`src/rtl/edulent_pkg.sv`:
```
// Shared types and constants for the edulent CPU output UART.
package edulent_pkg;
  localparam int unsigned DATA_W = 8;

  typedef enum logic [1:0] {
    IDLE,
    START,
    DATA,
    STOP
  } tx_state_t;
endpackage

```
`src/rtl/edulent_sync_fifo.sv`:
```
// Synchronous FIFO with wrap-around pointers; a pop frees room for a same-cycle push.
module edulent_sync_fifo
  import edulent_pkg::*;
#(
  parameter int unsigned WIDTH = DATA_W,
  parameter int unsigned DEPTH = 4
) (
  input  logic             clk,
  input  logic             rst,
  input  logic             push,
  input  logic             pop,
  input  logic [WIDTH-1:0] din,
  output logic [WIDTH-1:0] dout,
  output logic             full,
  output logic             empty
);
  localparam int unsigned AW = $clog2(DEPTH);
  localparam logic [AW:0] PTR_ONE = 1;

  logic [WIDTH-1:0] mem [DEPTH];
  logic [AW:0]      wr_ptr;
  logic [AW:0]      rd_ptr;
  logic             do_push;
  logic             do_pop;

  assign empty   = (wr_ptr == rd_ptr);
  assign full    = (wr_ptr[AW] != rd_ptr[AW]) && (wr_ptr[AW-1:0] == rd_ptr[AW-1:0]);
  assign do_pop  = pop && !empty;
  assign do_push = push && (!full || do_pop);
  assign dout    = mem[rd_ptr[AW-1:0]];

  always_ff @(posedge clk) begin
    if (rst) begin
      wr_ptr <= '0;
      rd_ptr <= '0;
    end else begin
      if (do_push) begin
        mem[wr_ptr[AW-1:0]] <= din;
        wr_ptr              <= wr_ptr + PTR_ONE;
      end
      if (do_pop) begin
        rd_ptr <= rd_ptr + PTR_ONE;
      end
    end
  end
endmodule

```
`src/rtl/edulent_out_uart.sv`:
```
// Captures changes of the CPU output port into a FIFO and serialises them as 8N1 UART frames.
module edulent_out_uart
  import edulent_pkg::*;
#(
  parameter int unsigned CLKS_PER_BIT = 868,
  parameter int unsigned FIFO_DEPTH   = 4
) (
  input  logic              i_clk,
  input  logic              i_rst,
  input  logic [DATA_W-1:0] i_data,
  output logic              o_tx,
  output logic              o_busy,
  output logic              o_overflow
);
  localparam logic [15:0] BAUD_LAST = 16'(CLKS_PER_BIT - 1);

  tx_state_t         state;
  logic [DATA_W-1:0] prev;
  logic [DATA_W-1:0] shreg;
  logic [DATA_W-1:0] fifo_dout;
  logic [15:0]       baud_cnt;
  logic [2:0]        bit_idx;
  logic              tx_q;
  logic              busy_q;
  logic              ovf_q;
  logic              capture;
  logic              pop;
  logic              full;
  logic              empty;
  logic              baud_done;

  assign baud_done = (baud_cnt == BAUD_LAST);
  assign capture   = !i_rst && (i_data != prev);
  // Pop from IDLE, or at the last STOP cycle so back-to-back frames have no gap.
  assign pop       = !i_rst && !empty &&
                     ((state == IDLE) || ((state == STOP) && baud_done));

  edulent_sync_fifo #(
    .WIDTH(DATA_W),
    .DEPTH(FIFO_DEPTH)
  ) u_fifo (
    .clk  (i_clk),
    .rst  (i_rst),
    .push (capture),
    .pop  (pop),
    .din  (i_data),
    .dout (fifo_dout),
    .full (full),
    .empty(empty)
  );

  always_ff @(posedge i_clk) begin
    if (i_rst) begin
      state    <= IDLE;
      tx_q     <= 1'b1;
      busy_q   <= 1'b0;
      ovf_q    <= 1'b0;
      prev     <= '0;
      shreg    <= '0;
      baud_cnt <= '0;
      bit_idx  <= '0;
    end else begin
      if (capture) begin
        prev <= i_data;
        if (full && !pop) ovf_q <= 1'b1;
      end

      case (state)
        IDLE: begin
          if (pop) begin
            shreg    <= fifo_dout;
            state    <= START;
            tx_q     <= 1'b0;
            busy_q   <= 1'b1;
            baud_cnt <= '0;
          end
        end
        START: begin
          if (baud_done) begin
            baud_cnt <= '0;
            bit_idx  <= '0;
            state    <= DATA;
            tx_q     <= shreg[0];
            shreg    <= shreg >> 1;
          end else begin
            baud_cnt <= baud_cnt + 16'd1;
          end
        end
        DATA: begin
          if (baud_done) begin
            baud_cnt <= '0;
            if (bit_idx == 3'd7) begin
              state <= STOP;
              tx_q  <= 1'b1;
            end else begin
              bit_idx <= bit_idx + 3'd1;
              tx_q    <= shreg[0];
              shreg   <= shreg >> 1;
            end
          end else begin
            baud_cnt <= baud_cnt + 16'd1;
          end
        end
        STOP: begin
          if (baud_done) begin
            baud_cnt <= '0;
            if (pop) begin
              shreg <= fifo_dout;
              state <= START;
              tx_q  <= 1'b0;
            end else begin
              state  <= IDLE;
              busy_q <= 1'b0;
            end
          end else begin
            baud_cnt <= baud_cnt + 16'd1;
          end
        end
        default: begin
          state  <= IDLE;
          tx_q   <= 1'b1;
          busy_q <= 1'b0;
        end
      endcase
    end
  end

  assign o_tx       = tx_q;
  assign o_busy     = busy_q;
  assign o_overflow = ovf_q;
endmodule

```
`config.mk`:
```
export PLATFORM = sky130hd
export DESIGN_NAME = edulent_out_uart
export DESIGN_NICKNAME = d
export VERILOG_FILES = /design/src/rtl/edulent_pkg.sv /design/src/rtl/edulent_sync_fifo.sv /design/src/rtl/edulent_out_uart.sv
export SDC_FILE = /design/constraint.sdc
export NUM_CORES = 1
export LEC_CHECK = 0
export CAP_MARGIN = 10
export CORE_AREA = 2 2 100 102
export CTS_CLUSTER_SIZE = 24
export DETAILED_ROUTE_END_ITERATION = 16
export DIE_AREA = 0 0 102 104
export PLACE_DENSITY = 0.59
export SETUP_SLACK_MARGIN = 0.1
export SYNTH_ARGS = -nofsm -noshare
export SYNTH_HDL_FRONTEND = slang
export SYNTH_SLANG_ARGS = --single-unit
export TNS_END_PERCENT = 20
```
`constraint.sdc`:
```
create_clock -name i_clk -period 3.4 [get_ports i_clk]
set_clock_uncertainty 0.15 [all_clocks]
set_input_delay 0.68 -clock i_clk [delete_from_list [all_inputs] [get_ports i_clk]]
set_output_delay 0.68 -clock i_clk [all_outputs]
set_load 0.03 [all_outputs]
```
== Yosys cells after proc, flatten, opt, wreduce, memory -nomap -nowiden ==
Memory sizes are Yosys's and may differ from the RTL's. A register that Yosys moved wholly into a read port is not among the register bits.
Index checks and enable logic that the tools add are counted.

* Add/subtract/negate cells: 4
* Eq/ne operators: 16
* Multiplexer cells: 35
* Reduce and logical (&&, ||, !) cells: 24

{| class="wikitable"
|+ Operators with widths
! cell !! number
|-
| two-way mux 8 bit || 5
|-
| two-way mux 16 bit || 2
|-
| case mux 16 bit (2 select lines) || 1
|-
| case mux 8 bit (4 select lines) || 1
|-
| adder 16 x 1 -> 16 bit, second input constant || 1
|-
| equality test 16 x 10 -> 1 bit, second input constant || 1
|-
| two-way mux 2 bit || 7
|-
| != test 2 bit, second input constant || 7
|-
| two-way mux 1 bit || 12
|-
| AND reduction 4 bit || 3
|-
| adder 3 x 1 -> 3 bit, second input constant || 3
|-
| two-way mux 3 bit || 3
|-
| logical AND 1 bit || 8
|-
| != test 8 bit || 1
|-
| case mux 2 bit (4 select lines) || 1
|-
| case mux 3 bit (2 select lines) || 1
|-
| AND reduction 5 bit || 1
|-
| equality test 2 bit, second input constant || 2
|-
| logical NOT 1 bit || 4
|-
| case mux 1 bit (4 select lines) || 1
|-
| nonzero test 2 bit || 2
|-
| equality test 3 bit || 1
|-
| equality test 3 bit, second input constant || 1
|-
| AND reduction 3 bit || 1
|-
| 8 further kinds || 9
|}

* Register bits after elaboration: 46
* Bits in writable memories: 32
* Input port bits: 10
* Word-level logic and storage cells: 90
* Memories: 1

{| class="wikitable"
|+ Memories
! name !! words !! width !! rd ports !! clocked after Yosys merged registers in !! wr ports !! line !! source
|-
| u_fifo.mem || 4 || 8 || 1 || 1 || 1 || edulent_sync_fifo.sv:20 || <nowiki>logic [WIDTH-1:0] mem [DEPTH];</nowiki>
|}

== Logic depth before layout (Yosys ltp) ==
* Depth in word-level cells: 10
* Mapped depth: 7
* Mapped depth without buffers: 7

== By module ==
Synthesis repeated with hierarchy kept, for this count alone.

* Cell total of the unflattened synthesis: 345
* Area, all modules: 3,813.7 µm²

{| class="wikitable"
|+ Modules (own cells, without submodules)
! module !! times used !! cells each !! area each (µm²) !! sequential area each (µm²)
|-
| edulent_out_uart || 1 || 243 || 2,100.8 || 800.8
|-
| edulent_sync_fifo || 1 || 102 || 1,712.9 || 1,121.1
|}

== Worst setup path after synthesis ==
No wires, ideal clock.

* Path kind: flip-flop to flip-flop
* Start point: register state[1]
* End point: memory u_fifo.mem[3][0] (netlist bit), enable pin
* Setup time: 332 ps
* Arrival: 1,790 ps
* Path slack: 1,129 ps
* Cell stages (with the launch flop): 7
* Clock period less this slack: 2,271 ps
* Path through: dfxtp_1 > ha_1 > nor4b_1 > a41oi_2 > and2_1 > nor3_1 > and2_1

* Word-level cells in the longest chain between the ends: 10
* Elaborated cells on any way between the ends: 11
* Those cells by class: eq/ne (1); mux (3); reduce/logical (7)

{| class="wikitable"
|+ RTL lines
! item !! line !! source
|-
| from (decl) || edulent_out_uart.sv:17 || <nowiki>tx_state_t state;</nowiki>
|-
| from (signal assigned) || edulent_out_uart.sv:54 || <nowiki>state <= IDLE;</nowiki>
|-
| from (signal assigned) || edulent_out_uart.sv:72 || <nowiki>state <= START;</nowiki>
|-
| from (signal assigned) || edulent_out_uart.sv:82 || <nowiki>state <= DATA;</nowiki>
|-
| equality test 2 bit || edulent_out_uart.sv:36 || <nowiki>((state == IDLE) || ((state == STOP) && baud_done));</nowiki>
|-
| logical AND 1 bit || edulent_out_uart.sv:36 ||
|-
| logical OR 1 bit * || edulent_out_uart.sv:36 ||
|-
| logical AND 1 bit * || edulent_out_uart.sv:35 || <nowiki>assign pop = !i_rst && !empty &&</nowiki>
|-
| logical AND 1 bit * || edulent_sync_fifo.sv:28 || <nowiki>assign do_pop = pop && !empty;</nowiki>
|-
| logical OR 1 bit * || edulent_sync_fifo.sv:29 || <nowiki>assign do_push = push && (!full || do_pop);</nowiki>
|-
| logical AND 1 bit * || edulent_sync_fifo.sv:29 ||
|-
| two-way mux 1 bit * || edulent_sync_fifo.sv:37 || <nowiki>if (do_push) begin</nowiki>
|-
| two-way mux 1 bit * || edulent_sync_fifo.sv:33 || <nowiki>if (rst) begin</nowiki>
|-
| two-way mux 1 bit (implied by the code) * || edulent_sync_fifo.sv:38 || <nowiki>mem[wr_ptr[AW-1:0]] <= din;</nowiki>
|-
| to (decl) || edulent_sync_fifo.sv:20 ||
|}

Every way passes the cells marked *; elsewhere a longest branch is shown, timed or not.

== Worst setup path in the final report ==
* Start point: register state[1]
* End point: memory u_fifo.mem[1][5] (netlist bit), enable pin

The elaborated chain is that of the path after synthesis.

==> results.sh <==
export IMPL_outcome="finished, final reports clean"
export IMPL_timing_final_crit_share_pct=82.45
export IMPL_gp_congestion=0.8408
export IMPL_rsz0062_at_grt="false"
export IMPL_p_leak_nw=1.491
export IMPL_grt_pass1_wl_mm=12.11
export IMPL_grt_use_total_pct=14.46
export IMPL_synth_edf_count=32
export IMPL_clk_latency_ns=0.35
export IMPL_slowest_stage="and2_1"
export IMPL_fmax_mhz=356.7
export IMPL_critPathKind="reg -> reg"
export IMPL_use_met1_pct=20.74
export IMPL_ctsResizeCount=0
export IMPL_syn_to_final_growth_pct=12.32
export IMPL_cts_hold_buf=0
export IMPL_fillCellCount=928
export IMPL_numCtsBuffers=9
export IMPL_antenna_found_initial=0
export IMPL_cp_num_cells=6
export IMPL_grt_pass1_vias=2438
export IMPL_clkPwrFrac_pct=26.5
export IMPL_regArea_um2=1922
export IMPL_syn_inst=328
export IMPL_hold_viol_final=0
export IMPL_cp_endpoint="u_fifo.mem[1][5]$_DFFE_PP_"
export IMPL_synth_nets=351
export IMPL_avgSynthCellArea_um2=11.34
export IMPL_critical_path_cell_chain="ha_1, nor4b_1, a41oi_2, and2_1, nor3_1, and2_1"
export IMPL_start_util_pct=38.94
export IMPL_grt_util_met2_pct=21.43
export IMPL_drt_iter0_drc=117
export IMPL_yosys_warnings=0
export IMPL_power_density_nw_per_um2=743.0
export IMPL_crit_path_start="state[1]$_SDFFE_PP0P_"
export IMPL_critPathMaxStageDelay_ns=0.44
export IMPL_post_cts_buffers=0
export IMPL_cts_sinks=80
export IMPL_clockBufferDepth=2
export IMPL_crit_top_cell="and2_1"
export IMPL_port_buffer_count=12
export IMPL_maxCapViolations=0
export IMPL_combPwrFrac_pct=34.6
export IMPL_wl_mm=7.216
export IMPL_dieArea_um2=10610
export IMPL_wire_per_inst_um=15.13
export IMPL_synthFlopType="dfxtp_1"
export IMPL_yosysUniqueCellTypes=51
export IMPL_crit_arrival_ns=2.66
export IMPL_worst_pin_slew_ns=0.8903
export IMPL_synth_seq_cells=80
export IMPL_crit_fanout=8
export IMPL_synthesis_area_um2=3719
export IMPL_clk_pin_slew_ns=0.09
export IMPL_ir_drop_mv=0.3281
export IMPL_synth_yosys_seq_area_share_pct=51.68
export IMPL_p_sw_share_pct=36.22
export IMPL_hp_class="reg -> reg"
export IMPL_slew_viol_final=0
export IMPL_dp_hpwl_mm=4.939
export IMPL_fp_dieW_um=102
export IMPL_grt_max_degree=20
export IMPL_crit_path_end_kind="register"
export IMPL_die_h_um=104
export IMPL_rrSetupSlack_ns=0.60
export IMPL_reg2reg_depth=6
export IMPL_critPathLaunchType="register"
export IMPL_setup_viol_count_final=0
export IMPL_place_area_um2=3944
export IMPL_num_rows=36
export IMPL_synthArstFlopShare_pct=0
export IMPL_nets=362
export IMPL_grt_busiest_layer="met2"
export IMPL_multi_input_area_um2=1677
export IMPL_switchingPower_mw=1.124
export IMPL_relSlewSlack_pct=40.43
export IMPL_worstHoldStart="o_tx$_SDFFE_PP1P_"
export IMPL_seqPwrFrac_pct=38.9
export IMPL_ant_nets=0
export IMPL_drc=0
export IMPL_cts_root_buf="clkbuf_8"
export IMPL_cp_top_family="simple AND/OR/NAND/NOR gates"
export IMPL_pin_count=13
export IMPL_grt_util_met3_pct=4.099
export IMPL_drt_vias_per_instance=5.254
export IMPL_tns_ns=0
export IMPL_period_needed_ns=2.803
export IMPL_num_vias=2506
export IMPL_r2r_start="state[1]$_SDFFE_PP0P_"
export IMPL_drive_gt1_share_pct=12.50
export IMPL_intPower_mw=1.979
export IMPL_fin_area_um2=4177
export IMPL_grt_overflow=0
export IMPL_rr_endpoint="u_fifo.mem[1][5]$_DFFE_PP_"
export IMPL_required_ns=3.26
export IMPL_antenna_diode_count=0
export IMPL_cts_tree="built"
export IMPL_core_um2=9549
export IMPL_crit_buf_inv=0
export IMPL_dr_pass1_iters=4
export IMPL_cts_max_level=3
tightest hold or removal path, cell delays in order, from the launching register on:
cell	delay [ns]
dfxtp_1	0.32
inv_1	0.05
o21ai_0	0.07
power groups by stage:
| stage | logic, mW | clock network (mW) | registers, mW |
|---|---|---|---|
| 2_1_floorplan | 0.887 | 0 | 1.20 |
| 3_3_place_gp | 1.05 | 0 | 1.23 |
| 3_5_place_dp | 1.06 | 0 | 1.23 |
| 4_1_cts | 1.07 | 0.841 | 1.21 |
| 5_1_grt | 1.19 | 0.886 | 1.23 |
| 6_report | 1.07 | 0.823 | 1.21 |
per-layer routing:
layer / vias to the layer above / part of all wire, %
met5: - / 0
met4: 0 / 1.2
met3: 8 / 3.2
met2: 33 / 46
met1: 1213 / 49
li1: 1252 / -
metrics by stage:
stage | utilization, % | hold slack (ns) | power [mW] | setup slack (ns) | instances
2_1_floorplan | - | 0.2935 | 2.092 | 1.129 | 328
3_3_place_gp | 41.30 | 0.3087 | 2.278 | 0.4504 | 461
3_5_place_dp | 41.30 | 0.3229 | 2.292 | 0.3933 | 461
4_1_cts | 43.74 | 0.3360 | 3.118 | 0.5914 | 477
5_1_grt | 43.74 | 0.3691 | 3.302 | 0.3497 | 477
6_report | 43.74 | 0.3293 | 3.103 | 0.5968 | 477
cell type report:
type	count	area share, %
timing repair buffer	16	3.475
tap	133	3.984
sequential	80	46.02
inverter	9	0.8089
clock inverter	7	2.606
clock buffer	9	2.966
multi-input combinational	223	40.14
flip-flops by register name (all words and copies together), names as in the netlist, named ones only:
signal	flops
o_overflow	1
bit_idx	3
baud_cnt	16
shreg	8
o_busy	1
o_tx	1
u_fifo.mem	32
u_fifo.rd_ptr	3
state	2
prev	8
u_fifo.wr_ptr	3
cells in the final DEF (no fill, tap or decap), types with 2 or more instances in the layout:
| cell type | n |
|---|---|
| a211oi_1 | 6 |
| a21oi_1 | 26 |
| a21oi_2 | 3 |
| a311oi_1 | 10 |
| a311oi_2 | 2 |
| a31oi_1 | 6 |
| and2_1 | 7 |
| and3_1 | 6 |
| and4_1 | 3 |
| buf_4 | 4 |
| bufinv_16 | 2 |
| clkbuf_8 | 9 |
| clkdlybuf4s50_1 | 11 |
| dfxtp_1 | 48 |
| edfxtp_1 | 32 |
| ha_1 | 13 |
| inv_1 | 9 |
| inv_6 | 3 |
| inv_8 | 2 |
| mux2i_1 | 9 |
| mux4_2 | 8 |
| nand2_1 | 17 |
| nand3_1 | 11 |
| nand3b_1 | 4 |
| nor2_1 | 20 |
| nor2b_1 | 10 |
| nor3_1 | 8 |
| nor4_1 | 2 |
| o21ai_0 | 12 |
| or3_1 | 4 |
| xnor2_1 | 4 |
| xor2_1 | 10 |
worst min-delay path by stage:
| stage | cells past startpoint | endpoint | slack [ns] |
|---|---|---|---|
| 2_1_floorplan | 1 | bit_idx[0]$_SDFFE_PP0P_ | 0.29 |
| 3_3_place_gp | 1 | bit_idx[0]$_SDFFE_PP0P_ | 0.31 |
| 3_5_place_dp | 2 | o_tx$_SDFFE_PP1P_ | 0.32 |
| 4_1_cts | 2 | o_tx$_SDFFE_PP1P_ | 0.34 |
| 5_1_grt | 2 | o_tx$_SDFFE_PP1P_ | 0.37 |
| 6_report | 2 | o_tx$_SDFFE_PP1P_ | 0.33 |
synthesized netlist by cell type, drive strengths merged, types with 6 or more instances:
| library cell | number | area share (%) |
|---|---|---|
| a211oi | 6 | 1.2 |
| a21oi | 29 | 4.2 |
| a311oi | 12 | 3.2 |
| a31oi | 6 | 1.0 |
| and2 | 7 | 1.2 |
| and3 | 6 | 1.0 |
| buf | 6 | 1.3 |
| clkbuf | 10 | 1.0 |
| dfxtp | 48 | 26 |
| edfxtp | 32 | 26 |
| ha | 13 | 4.4 |
| inv | 9 | 0.91 |
| mux2i | 9 | 2.4 |
| mux4 | 8 | 4.8 |
| nand2 | 17 | 1.7 |
| nand3 | 11 | 1.5 |
| nor2 | 20 | 2.0 |
| nor2b | 10 | 1.7 |
| nor3 | 9 | 1.3 |
| o21ai | 13 | 1.9 |
| xor2 | 10 | 2.4 |
cells by family after synthesis:
kind of cell	count (synthesis)	share of synthesized area, %
AND/OR/NAND/NOR	101	15.61
flip-flops	80	51.68
AO/OA/AOI/OAI	76	13.93
buffers and inverters	25	3.230
multiplexers	19	7.873
XOR/XNOR	14	3.297
adder cells (fa/ha/maj)	13	4.374
Note: power is estimated with default switching activity, not from simulation.
